==> src/rtl/mux_rr_n_if.sv <==
// Handshake/data bundle for mux_rr_n: per-channel valid/ready inputs, select/mode controls, registered output side.
// master drives inputs and consumes the output; slave is the mux itself.
interface mux_rr_n_if #(
  parameter int WIDTH    = 6,
  parameter int CHANNELS = 4
);
  localparam int SEL_W = (CHANNELS > 1) ? $clog2(CHANNELS) : 1;

  logic [CHANNELS*WIDTH-1:0] in_data;
  logic [CHANNELS-1:0]       in_valid;
  logic [CHANNELS-1:0]       in_ready;
  logic [SEL_W-1:0]          sel;
  logic                      mode;
  logic [WIDTH-1:0]          out_data;
  logic [SEL_W-1:0]          out_chan;
  logic                      out_valid;
  logic                      out_ready;

  modport master (
    output in_data, in_valid, sel, mode, out_ready,
    input  in_ready, out_data, out_chan, out_valid
  );

  modport slave (
    input  in_data, in_valid, sel, mode, out_ready,
    output in_ready, out_data, out_chan, out_valid
  );
endinterface

==> src/rtl/mux_rr_n.sv <==
// N-channel registered mux, fixed select or round-robin (MUX_RR_N_RR_EN); 1-cycle latency, 1 word/cycle.
// Backpressure: a held word with out_ready low blocks every in_ready; accept and drain overlap otherwise.
module mux_rr_n #(
  parameter int WIDTH    = 6,
  parameter int CHANNELS = 4
) (
  input logic       clk,
  input logic       rst_n,
  mux_rr_n_if.slave bus
);
  localparam int SEL_W = (CHANNELS > 1) ? $clog2(CHANNELS) : 1;

  logic             can_load;
  logic             fix_vld;
  logic [SEL_W-1:0] fix_idx;
  logic             grant_vld;
  logic [SEL_W-1:0] grant_idx;
  logic [WIDTH-1:0] grant_dat;

  logic [WIDTH-1:0] out_data_q, out_data_d;
  logic [SEL_W-1:0] out_chan_q, out_chan_d;
  logic             out_valid_q, out_valid_d;
`ifdef MUX_RR_N_RR_EN
  logic [SEL_W-1:0] ptr_q, ptr_d;
  int               rr_dist;
  int               rr_best;
`endif

  assign can_load = !out_valid_q || bus.out_ready;

  // Out-of-range selects match no channel, so they never grant.
  always_comb begin
    fix_vld = 1'b0;
    fix_idx = '0;
    for (int j = 0; j < CHANNELS; j++) begin
      if (bus.sel == SEL_W'(j) && bus.in_valid[j]) begin
        fix_vld = 1'b1;
        fix_idx = SEL_W'(j);
      end
    end
  end

`ifdef MUX_RR_N_RR_EN
  // Closest valid channel after ptr (distance 0 = ptr+1) wins.
  always_comb begin
    grant_vld = fix_vld;
    grant_idx = fix_idx;
    rr_dist   = 0;
    rr_best   = CHANNELS;
    if (bus.mode) begin
      grant_vld = 1'b0;
      grant_idx = '0;
      for (int j = 0; j < CHANNELS; j++) begin
        rr_dist = j - int'(ptr_q) - 1;
        if (rr_dist < 0) rr_dist = rr_dist + CHANNELS;
        if (bus.in_valid[j] && rr_dist < rr_best) begin
          rr_best   = rr_dist;
          grant_vld = 1'b1;
          grant_idx = SEL_W'(j);
        end
      end
    end
  end
`else
  assign grant_vld = fix_vld;
  assign grant_idx = fix_idx;
`endif

  always_comb begin
    grant_dat    = '0;
    bus.in_ready = '0;
    for (int j = 0; j < CHANNELS; j++) begin
      if (grant_idx == SEL_W'(j)) begin
        grant_dat = bus.in_data[j*WIDTH +: WIDTH];
        bus.in_ready[j] = rst_n && can_load && grant_vld;
      end
    end
  end

  always_comb begin
    out_data_d  = out_data_q;
    out_chan_d  = out_chan_q;
    out_valid_d = out_valid_q;
`ifdef MUX_RR_N_RR_EN
    ptr_d       = ptr_q;
`endif
    if (can_load) begin
      if (grant_vld) begin
        out_data_d  = grant_dat;
        out_chan_d  = grant_idx;
        out_valid_d = 1'b1;
`ifdef MUX_RR_N_RR_EN
        ptr_d       = grant_idx;
`endif
      end else begin
        out_valid_d = 1'b0;
      end
    end
  end

  always_ff @(posedge clk) begin
    if (!rst_n) begin
      out_data_q  <= '0;
      out_chan_q  <= '0;
      out_valid_q <= 1'b0;
`ifdef MUX_RR_N_RR_EN
      ptr_q       <= SEL_W'(CHANNELS - 1);
`endif
    end else begin
      out_data_q  <= out_data_d;
      out_chan_q  <= out_chan_d;
      out_valid_q <= out_valid_d;
`ifdef MUX_RR_N_RR_EN
      ptr_q       <= ptr_d;
`endif
    end
  end

  assign bus.out_data  = out_data_q;
  assign bus.out_chan  = out_chan_q;
  assign bus.out_valid = out_valid_q;
endmodule

==> src/flat_wrapper.sv <==
// flat-port wrapper written by rule: the top's interface ports become plain ports
module mux_rr_n_flat 
#(
  parameter int WIDTH    = 6,
  parameter int CHANNELS = 4
)
  (clk, rst_n, bus_in_data, bus_in_valid, bus_sel, bus_mode, bus_out_ready, bus_in_ready, bus_out_data, bus_out_chan, bus_out_valid);
  mux_rr_n_if #(.WIDTH(WIDTH), .CHANNELS(CHANNELS)) bus_i ();
  input logic clk;
  input logic rst_n;
  input wire logic [$bits(bus_i.in_data)-1:0] bus_in_data;
  input wire logic [$bits(bus_i.in_valid)-1:0] bus_in_valid;
  input wire logic [$bits(bus_i.sel)-1:0] bus_sel;
  input wire logic [$bits(bus_i.mode)-1:0] bus_mode;
  input wire logic [$bits(bus_i.out_ready)-1:0] bus_out_ready;
  output wire logic [$bits(bus_i.in_ready)-1:0] bus_in_ready;
  output wire logic [$bits(bus_i.out_data)-1:0] bus_out_data;
  output wire logic [$bits(bus_i.out_chan)-1:0] bus_out_chan;
  output wire logic [$bits(bus_i.out_valid)-1:0] bus_out_valid;
  assign bus_i.in_data = bus_in_data;
  assign bus_i.in_valid = bus_in_valid;
  assign bus_i.sel = bus_sel;
  assign bus_i.mode = bus_mode;
  assign bus_i.out_ready = bus_out_ready;
  assign bus_in_ready = bus_i.in_ready;
  assign bus_out_data = bus_i.out_data;
  assign bus_out_chan = bus_i.out_chan;
  assign bus_out_valid = bus_i.out_valid;
  mux_rr_n #(.WIDTH(WIDTH), .CHANNELS(CHANNELS)) u_core (.clk(clk), .rst_n(rst_n), .bus(bus_i));
endmodule
==> config.mk <==
export PLATFORM = sky130hd
export DESIGN_NAME = mux_rr_n_flat
export DESIGN_NICKNAME = d
export VERILOG_FILES = /design/src/rtl/mux_rr_n_if.sv /design/src/rtl/mux_rr_n.sv /design/src/flat_wrapper.sv
export SDC_FILE = /design/constraint.sdc
export NUM_CORES = 1
export LEC_CHECK = 0
export BUFFER_PORTS_ARGS = -buffer_cell sky130_fd_sc_hd__buf_2
export CORE_UTILIZATION = 34
export CTS_CLUSTER_SIZE = 12
export DETAILED_ROUTE_END_ITERATION = 8
export PLACE_DENSITY = 0.81
export SYNTH_ARGS = -nofsm -noshare
export SYNTH_HDL_FRONTEND = slang
export SYNTH_SLANG_ARGS = --single-unit
==> constraint.sdc <==
create_clock -name clk -period 2.2 [get_ports clk]
set_clock_uncertainty 0.1 [all_clocks]
set_input_delay 0.66 -clock clk [delete_from_list [all_inputs] [get_ports clk]]
set_output_delay 0.66 -clock clk [all_outputs]
set_load 0.05 [all_outputs]
Yosys cells after proc, flatten, opt, wreduce, memory -nomap -nowiden --
Index checks and enable logic that the tools add are counted.
Word-level totals: register bits after elaboration 9, bits of input ports 34, output and inout port bits 13, word-level logic and storage cells 36
Cells by class: eq/ne operators 6, muxes and demuxes 16, reductions and logical operators 11
Operators by type and width (number):
- $mux 6 | 4
- $mux 1 | 10
- $eq 2x2->1 const B | 4
- $logic_and 1x1->1 | 6
- $eq 2x1->1 const B | 2
- $logic_not 2->1 | 2
- $mux 2 | 2
- $reduce_and 2->1 | 1
- $logic_not 1->1 | 1
- $logic_or 1x1->1 | 1

Longest topological paths before layout --
word-level depth 10, gate-level depth with buffers 5

Worst setup path after synthesis --
Ideal clock, no wire load.
kind input to output, start input bus_sel[0], end output bus_in_ready[0], data arrival time 2352 ps, data required time 1440 ps, setup slack -912 ps, stages 4, path buffers 0, cells stage by stage mux4_2 and2_4 nand2_1 nor3_1
On the way: word-level cells in the longest chain between the ends 8, elaborated cells on any way between the ends 18, those cells by class eq/ne (3); mux (8); reduce/logical (7)
Ends and longest elaborated chain:
- start: declaration | RTL line flat_wrapper.sv:13 | input wire logic [$bits(bus_i.sel)-1:0] bus_sel;
- $logic_not 2->1 | RTL line mux_rr_n.sv:36 | if (bus.sel == SEL_W'(j) && bus.in_valid[j]) begin
- $logic_and 1x1->1 | RTL line mux_rr_n.sv:36
- $mux 1 (4 in series) | RTL line mux_rr_n.sv:36
- $logic_and 1x1->1 | RTL line mux_rr_n.sv:75 | bus.in_ready[j] = rst_n && can_load && grant_vld;
- $mux 1 (*) | RTL line mux_rr_n.sv:73 | if (grant_idx == SEL_W'(j)) begin
- end: declaration | RTL line flat_wrapper.sv:16 | output wire logic [$bits(bus_i.in_ready)-1:0] bus_in_ready;
Mark *: on every way between the ends. The rest lies on a longest branch, timed or not.

Worst setup path in the final report --
start input bus_in_valid[2], end output bus_in_ready[0]
On the way: word-level cells in the longest chain between the ends 5, elaborated cells on any way between the ends 8, those cells by class mux (5); reduce/logical (3)
Ends and longest elaborated chain:
- start: declaration | RTL line flat_wrapper.sv:12 | input wire logic [$bits(bus_i.in_valid)-1:0] bus_in_valid;
- $logic_and 1x1->1 (*) | RTL line mux_rr_n.sv:36
- $mux 2 or $mux 1 (tied branches) (2 in series) | RTL line mux_rr_n.sv:36
- $logic_not 2->1 or $logic_and 1x1->1 (tied branches) | RTL line mux_rr_n.sv:73, mux_rr_n.sv:75
- $mux 1 (*) | RTL line mux_rr_n.sv:73
Marks and branches as above.

==> flow_metrics.py <==
metrics = {
    "logic_synthesis": {
        "post_synthesis_instance_area_sq_um": 583,
        "synthCells": 77,
        "mean_area_per_synthesized_cell_sq_um": 7.57,
        "synth_edf_count": 0,
        "count_of_unique_library_cells_instantiated_by_yosys": 26,
        "synthesis.yosys.warnings": 0,
        "synthArstFlopShare_pct": 0,
        "synthesis.nets": 111,
        "ys.flop_type": "sky130_fd_sc_hd__dfxtp_1",
        "yosysSeqAreaShare_pct": 30.9,
        "synth-seq-cells": 9,
    },
    "timing": {
        "relSlewSlack_pct": 83.1,
        "finalHoldWorstSlack_ns": 0.408,
        "max_slew.worst_pin.slew_ns": 0.255,
        "finalHoldViolations": 0,
        "rsz0062_at_grt": "yes",
        "finalMaxSlewViolations": 0,
        "max_freq_ghz": 0.404,
        "setup_viol": 4,
        "final_period_minus_worst_setup_slack_ns": 2.48,
        "fin_crit_sh_pct": 113,
        "setup_slack_ns": -0.276,
    },
    "clocking": {
        "cts_sinks": 9,
        "cts_tree": "built",
        "clkLatencyLatePin_ns": 0.26,
        "tritoncts.num_buffers": 3,
        "clk_pin_slew_ns": 0.06,
        "htree_num_levels": 1,
        "clock-root-buffer": "sky130_fd_sc_hd__clkbuf_4",
        "clock_tree.buffer_depth": 2,
    },
    "final_layout": {
        "flow.area_growth_from_synthesis_pct": 80.0,
        "antennaDiodeCount": 0,
        "post_route_cells_drive_above_1_share_pct": 58.7,
        "post_layout_nonfiller_instances": 154,
        "num-nets-final": 173,
    },
    "detailed_routing": {
        "detailroute.via_count": 805,
        "drt.antenna.violating_nets": 0,
        "wirelength_mm": 1.88,
        "wl_per_cell_microns": 12.2,
        "drt-pass1-iter-count": 6,
        "dr.first_iter.drc_count": 9,
        "drc": 8,
        "drt-vias-per-instance": 5.23,
    },
    "placement": {
        "dp_slack_ns": -0.366,
        "place_congestion": 0.783,
        "place_hpwl_mm": 1.49,
        "dpl.cell_count": 148,
        "port_buffers": 45,
    },
    "power_and_ir_drop": {
        "p_total_uw": 559,
        "power.ir.vdd_worst_mv": 0.482,
        "power.density_cell_area_mw_per_mm2": 532,
        "power_leakage_nw": 0.509,
    },
    "worst_setup_path": {
        "setup_crit_start_kind": "input pin",
        "worst_path_largest_cell_delay_ns": 0.48,
        "timing.critical_path.to_type": "output pin",
        "worstPathRequired_ns": 1.44,
        "worst_ep_arrival_time_ns": 1.72,
        "critical_path_class": "input pin to output pin",
        "crit_slowest_cell": "sky130_fd_sc_hd__mux4_2",
        "crit_fanout": 4,
        "crit_chain": "buf_2 > mux4_2 > and2_4 > nand2_8 > nor3_4 > buf_6",
    },
    "floorplanning": {
        "die_w_microns": 43.4,
        "rows": 14,
        "die_h_microns": 43.4,
        "core_area_sq_mm": 0.00156,
        "die_area_sq_mm": 0.00188,
        "boundaryPins": 47,
        "start_util_pct": 37.4,
    },
    "grt": {
        "grt.total_usage_pct": 22.4,
        "vias_in_the_first_global_route": 746,
        "grt_pass1_wl_mm": 3.08,
        "global_route.overflow_total": 0,
        "grt_max_degree": 13,
        "antenna_found_initial": 0,
    },
    "job": {
        "timing.max_cap.violations": 0,
    },
    "min_path": {
        "min-delay-path-class": "flip-flop to flip-flop",
    },
    "status": {
        "status": "finished with violations",
        "failed_checks": "design-rule violations, negative setup slack",
    },
}
==> cell type report <==
type	count	area [sq um]
clock buffer	4	26.3
sequential	9	180
tap	16	20.0
multi-input combinational	63	422
inverter	1	3.75
fill	155	509
timing repair buffer	61	398
==> power by group <==
part	internal [mW]	switching [mW]	leakage, nW	total [mW]
clock network	0.0699	0.0571	0.0150	0.127
logic	0.100	0.142	0.420	0.242
registers	0.180	0.00881	0.0746	0.189
==> per-layer routing <==
metal	track usage, %	vias up	wire [microns]
met5	0	-	0
met4	5.63	0	13
met3	6.25	3	123
met2	43.6	35	1030
met1	23.3	366	715
li1	-	401	-
==> final timing paths <==
check	from	slack, ns	end	cells past startpoint
setup reg to reg	u_core.bus.out_valid	1.01	u_core.bus.out_data[2]	5
hold reg to reg	u_core.bus.out_data[3]	0.41	u_core.bus.out_data[3]	2
setup / recovery	bus_in_valid[2]	-0.28	bus_in_ready[0]	6
hold / removal	u_core.bus.out_data[3]	0.41	u_core.bus.out_data[3]	2
==> synth_stat cells (2+ instances only) <==
cell type / instances / share of area [%]
sky130_fd_sc_hd__dfxtp_1: 9 / 31
sky130_fd_sc_hd__o21ai_1: 3 / 2.6
sky130_fd_sc_hd__nor2_1: 3 / 1.9
sky130_fd_sc_hd__nand3b_1: 2 / 2.6
sky130_fd_sc_hd__a31o_2: 6 / 9.0
sky130_fd_sc_hd__nor2b_1: 2 / 2.1
sky130_fd_sc_hd__nand2_1: 21 / 14
sky130_fd_sc_hd__a31oi_1: 6 / 6.4
sky130_fd_sc_hd__o21ai_0: 8 / 6.9
==> state kept, by name, indices dropped and copies added, names as in the netlist <==
| register | flops |
|---|---|
| u_core.bus.out_chan | 2 |
| u_core.bus.out_valid | 1 |
| u_core.bus.out_data | 6 |
==> repair_timing <==
item	CTS	global route
hold buffers	0	0
pin swaps	2	2
buffers inserted	1	1
resized for setup	12	2
setup endpoints to repair	4	4
==> stage by stage <==
stage | setup TNS, ns | utilization, % | area (sq um)
global placement | -1.32 | 61.3 | 956
global route | -1.19 | 67.3 | 1050
floorplan | -0.494 | - | 633
finish | -1.09 | 67.3 | 1050
CTS | -1.06 | 66.4 | 1030
detailed placement | -1.42 | 61.3 | 956
==> kinds of logic after synthesis <==
logic type | count (synthesis) | synth area share (%)
buf+inv | 5 | 5.36
simple gates | 34 | 27.5
flops | 9 | 30.9
compound gates | 27 | 30.5
mux | 2 | 5.79
==> cells in the final DEF, fill, tap and decap left out, drive strengths merged, types with 2 or more instances in the layout <==
cell / instances
a31o: 6
dfxtp: 9
a31oi: 6
clkbuf: 4
o21ai: 12
nor2: 3
buf: 61
nand3b: 2
nand2: 21
nor2b: 2
==> critical path: cells and delay by family <==
| kind | cells | cell delay (ns) |
|---|---|---|
| buffers and inverters | 2 | 0.25 |
| AND/OR/NAND/NOR | 3 | 0.31 |
| multiplexers | 1 | 0.48 |
Note: power is estimated with default switching activity, not from simulation.
